--- src/rtl/cm0ik_ahb_decoder_mux_if.sv ---
// Bus bundle between the Cortex-M0 master port, the decoder/mux and the three AHB-Lite slaves.
interface cm0ik_ahb_decoder_mux_if;
  logic [31:0] HADDR;
  logic [1:0]  HTRANS;
  logic        HSEL_S0, HSEL_S1, HSEL_S2;
  logic        HREADY;
  logic [31:0] HRDATA;
  logic        HRESP;
  logic        HREADYOUT_S0, HREADYOUT_S1, HREADYOUT_S2;
  logic [31:0] HRDATA_S0, HRDATA_S1, HRDATA_S2;
  logic        HRESP_S0, HRESP_S1, HRESP_S2;

  // Decoder view: takes the master address phase and slave responses.
  modport slave (
    input  HADDR, HTRANS,
    input  HREADYOUT_S0, HREADYOUT_S1, HREADYOUT_S2,
    input  HRDATA_S0, HRDATA_S1, HRDATA_S2,
    input  HRESP_S0, HRESP_S1, HRESP_S2,
    output HSEL_S0, HSEL_S1, HSEL_S2,
    output HREADY, HRDATA, HRESP
  );

  // Bus-side view: master address phase plus the slave response sources.
  modport master (
    output HADDR, HTRANS,
    output HREADYOUT_S0, HREADYOUT_S1, HREADYOUT_S2,
    output HRDATA_S0, HRDATA_S1, HRDATA_S2,
    output HRESP_S0, HRESP_S1, HRESP_S2,
    input  HSEL_S0, HSEL_S1, HSEL_S2,
    input  HREADY, HRDATA, HRESP
  );
endinterface

--- src/rtl/cm0ik_ahb_decoder_mux.sv ---
// AHB-Lite address decoder, data-phase response mux and ERROR-only default slave.
module cm0ik_ahb_decoder_mux #(
  parameter logic [31:0] S0_BASE     = 32'h0000_0000,
  parameter logic [31:0] S1_BASE     = 32'h2000_0000,
  parameter logic [31:0] S2_BASE     = 32'h4000_0000,
  parameter logic [31:0] REGION_MASK = 32'hE000_0000
) (
  input logic HCLK,
  input logic HRESET,
  cm0ik_ahb_decoder_mux_if.slave bus
);
  localparam int NUM_SLV = 3;
  localparam logic [NUM_SLV-1:0][31:0] BASES = {S2_BASE, S1_BASE, S0_BASE};

  typedef enum logic [1:0] {ST_OKAY, ST_ERR1, ST_ERR2} dflt_st_e;

  logic [NUM_SLV-1:0]        hit, s_ready, s_resp;
  logic [NUM_SLV-1:0][31:0]  s_rdata;
  logic                      dflt_hit;
  logic [NUM_SLV:0]          dsel;   // one-hot, top bit = default slave
  dflt_st_e                  st, st_nxt;
  logic                      dflt_ready, dflt_resp;
  logic                      hready, hresp;
  logic [31:0]               hrdata;
  logic                      unused_htrans0;

  assign unused_htrans0 = bus.HTRANS[0];

  assign s_ready = {bus.HREADYOUT_S2, bus.HREADYOUT_S1, bus.HREADYOUT_S0};
  assign s_resp  = {bus.HRESP_S2, bus.HRESP_S1, bus.HRESP_S0};
  assign s_rdata = {bus.HRDATA_S2, bus.HRDATA_S1, bus.HRDATA_S0};

  for (genvar g = 0; g < NUM_SLV; g++) begin : g_dec
    assign hit[g] = (bus.HADDR & REGION_MASK) == BASES[g];
  end
  assign dflt_hit = ~|hit;

  assign bus.HSEL_S0 = hit[0];
  assign bus.HSEL_S1 = hit[1];
  assign bus.HSEL_S2 = hit[2];

  // dsel only moves on accepted address phases, so a stalled data phase keeps its slave.
  always_ff @(posedge HCLK) begin
    if (HRESET)      dsel <= {1'b1, {NUM_SLV{1'b0}}};
    else if (hready) dsel <= {dflt_hit, hit};
  end

  always_ff @(posedge HCLK) begin
    if (HRESET) st <= ST_OKAY;
    else        st <= st_nxt;
  end

  always_comb begin
    st_nxt = st;
    case (st)
      ST_OKAY: if (hready && bus.HTRANS[1] && dflt_hit) st_nxt = ST_ERR1;
      ST_ERR1: st_nxt = ST_ERR2;
      ST_ERR2: st_nxt = (bus.HTRANS[1] && dflt_hit) ? ST_ERR1 : ST_OKAY;
      default: st_nxt = ST_OKAY;
    endcase
  end

  always_comb begin
    dflt_ready = 1'b1;
    dflt_resp  = 1'b0;
    case (st)
      ST_ERR1: begin dflt_ready = 1'b0; dflt_resp = 1'b1; end
      ST_ERR2: begin dflt_ready = 1'b1; dflt_resp = 1'b1; end
      default: ;
    endcase
  end

  // Default slave drives the response unless a real slave owns the data phase.
  always_comb begin
    hready = dflt_ready;
    hresp  = dflt_resp;
    hrdata = '0;
    for (int i = 0; i < NUM_SLV; i++) begin
      if (dsel[i]) begin
        hready = s_ready[i];
        hresp  = s_resp[i];
        hrdata = s_rdata[i];
      end
    end
  end

  assign bus.HREADY = hready;
  assign bus.HRESP  = hresp;
  assign bus.HRDATA = hrdata;
endmodule

--- src/flat_wrapper.sv ---
// flat-port wrapper written by rule: the top's interface ports become plain ports
module cm0ik_ahb_decoder_mux_flat 
#(
  parameter logic [31:0] S0_BASE     = 32'h0000_0000,
  parameter logic [31:0] S1_BASE     = 32'h2000_0000,
  parameter logic [31:0] S2_BASE     = 32'h4000_0000,
  parameter logic [31:0] REGION_MASK = 32'hE000_0000
)
  (HCLK, HRESET, bus_HADDR, bus_HTRANS, bus_HREADYOUT_S0, bus_HREADYOUT_S1, bus_HREADYOUT_S2, bus_HRDATA_S0, bus_HRDATA_S1, bus_HRDATA_S2, bus_HRESP_S0, bus_HRESP_S1, bus_HRESP_S2, bus_HSEL_S0, bus_HSEL_S1, bus_HSEL_S2, bus_HREADY, bus_HRDATA, bus_HRESP);
  cm0ik_ahb_decoder_mux_if bus_i ();
  input logic HCLK;
  input logic HRESET;
  input wire logic [$bits(bus_i.HADDR)-1:0] bus_HADDR;
  input wire logic [$bits(bus_i.HTRANS)-1:0] bus_HTRANS;
  input wire logic [$bits(bus_i.HREADYOUT_S0)-1:0] bus_HREADYOUT_S0;
  input wire logic [$bits(bus_i.HREADYOUT_S1)-1:0] bus_HREADYOUT_S1;
  input wire logic [$bits(bus_i.HREADYOUT_S2)-1:0] bus_HREADYOUT_S2;
  input wire logic [$bits(bus_i.HRDATA_S0)-1:0] bus_HRDATA_S0;
  input wire logic [$bits(bus_i.HRDATA_S1)-1:0] bus_HRDATA_S1;
  input wire logic [$bits(bus_i.HRDATA_S2)-1:0] bus_HRDATA_S2;
  input wire logic [$bits(bus_i.HRESP_S0)-1:0] bus_HRESP_S0;
  input wire logic [$bits(bus_i.HRESP_S1)-1:0] bus_HRESP_S1;
  input wire logic [$bits(bus_i.HRESP_S2)-1:0] bus_HRESP_S2;
  output wire logic [$bits(bus_i.HSEL_S0)-1:0] bus_HSEL_S0;
  output wire logic [$bits(bus_i.HSEL_S1)-1:0] bus_HSEL_S1;
  output wire logic [$bits(bus_i.HSEL_S2)-1:0] bus_HSEL_S2;
  output wire logic [$bits(bus_i.HREADY)-1:0] bus_HREADY;
  output wire logic [$bits(bus_i.HRDATA)-1:0] bus_HRDATA;
  output wire logic [$bits(bus_i.HRESP)-1:0] bus_HRESP;
  assign bus_i.HADDR = bus_HADDR;
  assign bus_i.HTRANS = bus_HTRANS;
  assign bus_i.HREADYOUT_S0 = bus_HREADYOUT_S0;
  assign bus_i.HREADYOUT_S1 = bus_HREADYOUT_S1;
  assign bus_i.HREADYOUT_S2 = bus_HREADYOUT_S2;
  assign bus_i.HRDATA_S0 = bus_HRDATA_S0;
  assign bus_i.HRDATA_S1 = bus_HRDATA_S1;
  assign bus_i.HRDATA_S2 = bus_HRDATA_S2;
  assign bus_i.HRESP_S0 = bus_HRESP_S0;
  assign bus_i.HRESP_S1 = bus_HRESP_S1;
  assign bus_i.HRESP_S2 = bus_HRESP_S2;
  assign bus_HSEL_S0 = bus_i.HSEL_S0;
  assign bus_HSEL_S1 = bus_i.HSEL_S1;
  assign bus_HSEL_S2 = bus_i.HSEL_S2;
  assign bus_HREADY = bus_i.HREADY;
  assign bus_HRDATA = bus_i.HRDATA;
  assign bus_HRESP = bus_i.HRESP;
  cm0ik_ahb_decoder_mux #(.S0_BASE(S0_BASE), .S1_BASE(S1_BASE), .S2_BASE(S2_BASE), .REGION_MASK(REGION_MASK)) u_core (.HCLK(HCLK), .HRESET(HRESET), .bus(bus_i));
endmodule
--- config.mk ---
export PLATFORM = sky130hd
export DESIGN_NAME = cm0ik_ahb_decoder_mux_flat
export DESIGN_NICKNAME = d
export VERILOG_FILES = /design/src/rtl/cm0ik_ahb_decoder_mux_if.sv /design/src/rtl/cm0ik_ahb_decoder_mux.sv /design/src/flat_wrapper.sv
export SDC_FILE = /design/constraint.sdc
export NUM_CORES = 1
export LEC_CHECK = 0
export ABC_AREA = 1
export BUFFER_PORTS_ARGS = -buffer_cell sky130_fd_sc_hd__buf_2
export CAP_MARGIN = 20
export CORE_ASPECT_RATIO = 0.5
export CORE_UTILIZATION = 30
export CTS_CLUSTER_DIAMETER = 80
export DETAILED_ROUTE_END_ITERATION = 8
export GPL_TIMING_DRIVEN = 0
export HOLD_SLACK_MARGIN = 0.03
export PLACE_DENSITY = 0.88
export SKIP_CTS_REPAIR_TIMING = 1
export SYNTH_ARGS = -nofsm -noshare
export SYNTH_HDL_FRONTEND = slang
export SYNTH_SLANG_ARGS = --single-unit
--- constraint.sdc ---
create_clock -name HCLK -period 2.54 [get_ports HCLK]
set_input_delay 0.127 -clock HCLK [delete_from_list [all_inputs] [get_ports HCLK]]
set_output_delay 0.127 -clock HCLK [all_outputs]
set_load 0.02 [all_outputs]
==> results.json <==
{
  "port_buffers": 144,
  "clk_latency_ps": 220,
  "path_class": "flip-flop to primary output",
  "routabilityCongestion": 0.848,
  "dp_hpwl_um": 3660,
  "rsz0062_at_grt": "no",
  "clock_path_buffers": 2,
  "track_usage_pct": 22.9,
  "hold_start": "HRESET",
  "drv_slew": 0,
  "postRouteWirelength_um": 4380,
  "area_growth_pct": 79.9,
  "yosys_register_bits": 5,
  "syn-cell-area_mm2": 0.00102,
  "drcViolationCount": 7,
  "slew_headroom_pct": 72.8,
  "antenna_cells": 0,
  "nets": 464,
  "dr.pass1.iters": 7,
  "hold_path_depth": 2,
  "die_y_um": 43.3,
  "grtUsageMet3_pct": 5.06,
  "drive_gt1_share_pct": 51.9,
  "crit_buf_inv": 3,
  "path_max_fanout": 10,
  "worst_setup_path_start_kind": "flip-flop",
  "synth_top_area_share_pct": 23.5,
  "io_pins": 175,
  "endpoint_kind": "primary output",
  "cts-root-buf": "clkbuf_8",
  "grtUsageMet2_pct": 43.4,
  "finalCritPeriodShare_pct": 64.8,
  "violations": "design-rule violations",
  "vias_per_cell": 4.91,
  "final_antenna_net_count": 0,
  "finalSetupViolations": 0,
  "worst_pin_slew_ps": 408,
  "h-tree-depth": 1,
  "hold_viol": 0,
  "start_util_pct": 32.7,
  "die_w_um": 84.5,
  "final_cell_mix": "151 x buf_2, 46 x nand2_1, 32 x a22oi_1, 31 x o21ai_0, 10 x inv_1",
  "path_clk_slew_ps": 30,
  "cp_slowest_cell": "dfxtp_1",
  "syn_inst": 172,
  "dr_total_vias": 1769,
  "hp-class": "input port to flip-flop",
  "netlist_top_cells_area": "a22oi_1 24%, nand2_1 17%, o21ai_0 15%",
  "max-cap-violations": 0,
  "power.density_mw_per_mm2": 1070,
  "r2r_start": "u_core.st[1]",
  "clock_skew_ps": 2.04,
  "crit_start": "u_core.dsel[0]",
  "antenna_found_initial": 0,
  "ys_seq_area_share_pct": 9.80,
  "wire_per_inst_um": 12.2,
  "grt_pass1_wl_um": 6920,
  "final_common_cell": "buf_2",
  "cts_sinks": 5,
  "required_ps": 2410,
  "arrival_ps": 1520,
  "ir_worst_vdd_mv": 0.530,
  "rows": 14,
  "core-area_mm2": 0.00312,
  "crit_path_cell_trace": "inv_1 -> nor2_4 -> buf_4 -> a22oi_1 -> o21ai_0 -> buf_2",
  "min_period_ps": 1640,
  "synth_top_cell_by_area": "a22oi_1",
  "fin_tns_setup_ps": 0,
  "r2r-end": "u_core.st[0]",
  "grt_start_max_net_pins": 11,
  "hold_ws_ps": 76.4,
  "grt_util_met1_pct": 27.3,
  "die_area_mm2": 0.00365,
  "crit_path_max_incr_delay_ps": 360,
  "yosysUniqueCellTypes": 20,
  "grt_pass1_vias": 1647,
  "r2r_setup_slack_ps": 1200,
  "ys_warn_count": 0,
  "r2r_cells": 10,
  "drtIter0Drc": 112,
  "overflow": 0,
  "cp_top_family": "buffers and inverters",
  "gr-max-usage-layer": "met2",
  "p_leak_nw": 1.03,
  "run_status": "finished, violations left",
  "numCtsBuffers": 3,
  "synth_nets": 315,
  "cts_tree": "done",
  "min_to": "u_core.dsel[1]",
  "fmax_ghz": 0.608,
  "syn_area_per_cell_um2": 5.94
}
## power breakdown
| group | internal (W) | switching (W) |
|---|---|---|
| clock network | 0.000108 | 0.0000371 |
| registers | 0.000114 | 0.0000354 |
| logic | 0.000576 | 0.00109 |
## kinds of logic after synthesis
group	synth area share, %
compound gates	45.2
fa+ha+maj	6.13
buf+inv	12.4
flops	9.80
simple gates	26.5
## flip-flops by register name, summed over array words and instances (netlist names)
signal	count
u_core.dsel	3
u_core.st	2
## how the worst max path moves through the flow
| stage | endpoint | slack, ps | cells past startpoint |
|---|---|---|---|
| after detailed placement | bus_HRDATA[21] | 1140 | 6 |
| after global placement | bus_HRDATA[19] | 1160 | 5 |
| after floorplan | bus_HRESP | 1070 | 6 |
| after CTS | bus_HRESP | 890 | 7 |
| after global routing | bus_HRDATA[21] | 770 | 6 |
| final | bus_HRDATA[21] | 900 | 6 |
## worst reg2reg max path, delay by kind of cell, from the launching register on
family / cells / cell delay, ps
AND/OR/NAND/NOR: 6 / 440
flip-flops: 1 / 340
adder cells (fa/ha/maj): 1 / 180
buffers and inverters: 2 / 150
AO/OA/AOI/OAI: 1 / 120
## cell type report
type | instances | area (um^2)
fill | 314 | 1280
tap | 40 | 50.0
inverter | 11 | 46.3
buffer | 14 | 80.1
timing repair buffer | 144 | 721
clock buffer | 4 | 45.0
multi-input combinational | 142 | 795
sequential | 5 | 100
## metal layers
metal  up-vias  wire, um
met5         -         0
met4         0         8
met3         2       307
met2        71      2290
met1       792      1780
li1        904         -
## synthesized netlist by cell type
cell type  instances
buf_4              3
clkbuf_1           3
nand2_1           46
nand3_1            6
inv_1             10
nand2_4            2
dfxtp_1            5
o21ai_0           31
nand2_2            1
buf_6              1
o21ai_1            5
nor2_1             4
a21boi_2           1
ha_1               5
a22oi_1           32
inv_6              1
a21oi_1            6
nor2_4             1
nor2_2             2
buf_2              7
## through the flow
stage / instance area [um^2] / instances / setup slack [ps] / utilization [%] / total power, W
2_1_floorplan: 1020 / 172 / 1070 / - / 0.00127
6_report: 1840 / 360 / 895 / 58.9 / 0.00196
5_1_grt: 1840 / 360 / 773 / 58.9 / 0.00212
3_3_place_gp: 1790 / 356 / 1160 / 57.5 / 0.00177
4_1_cts: 1840 / 360 / 893 / 58.9 / 0.00196
3_5_place_dp: 1790 / 356 / 1140 / 57.5 / 0.00181
Note: power is estimated with default switching activity, not from simulation.
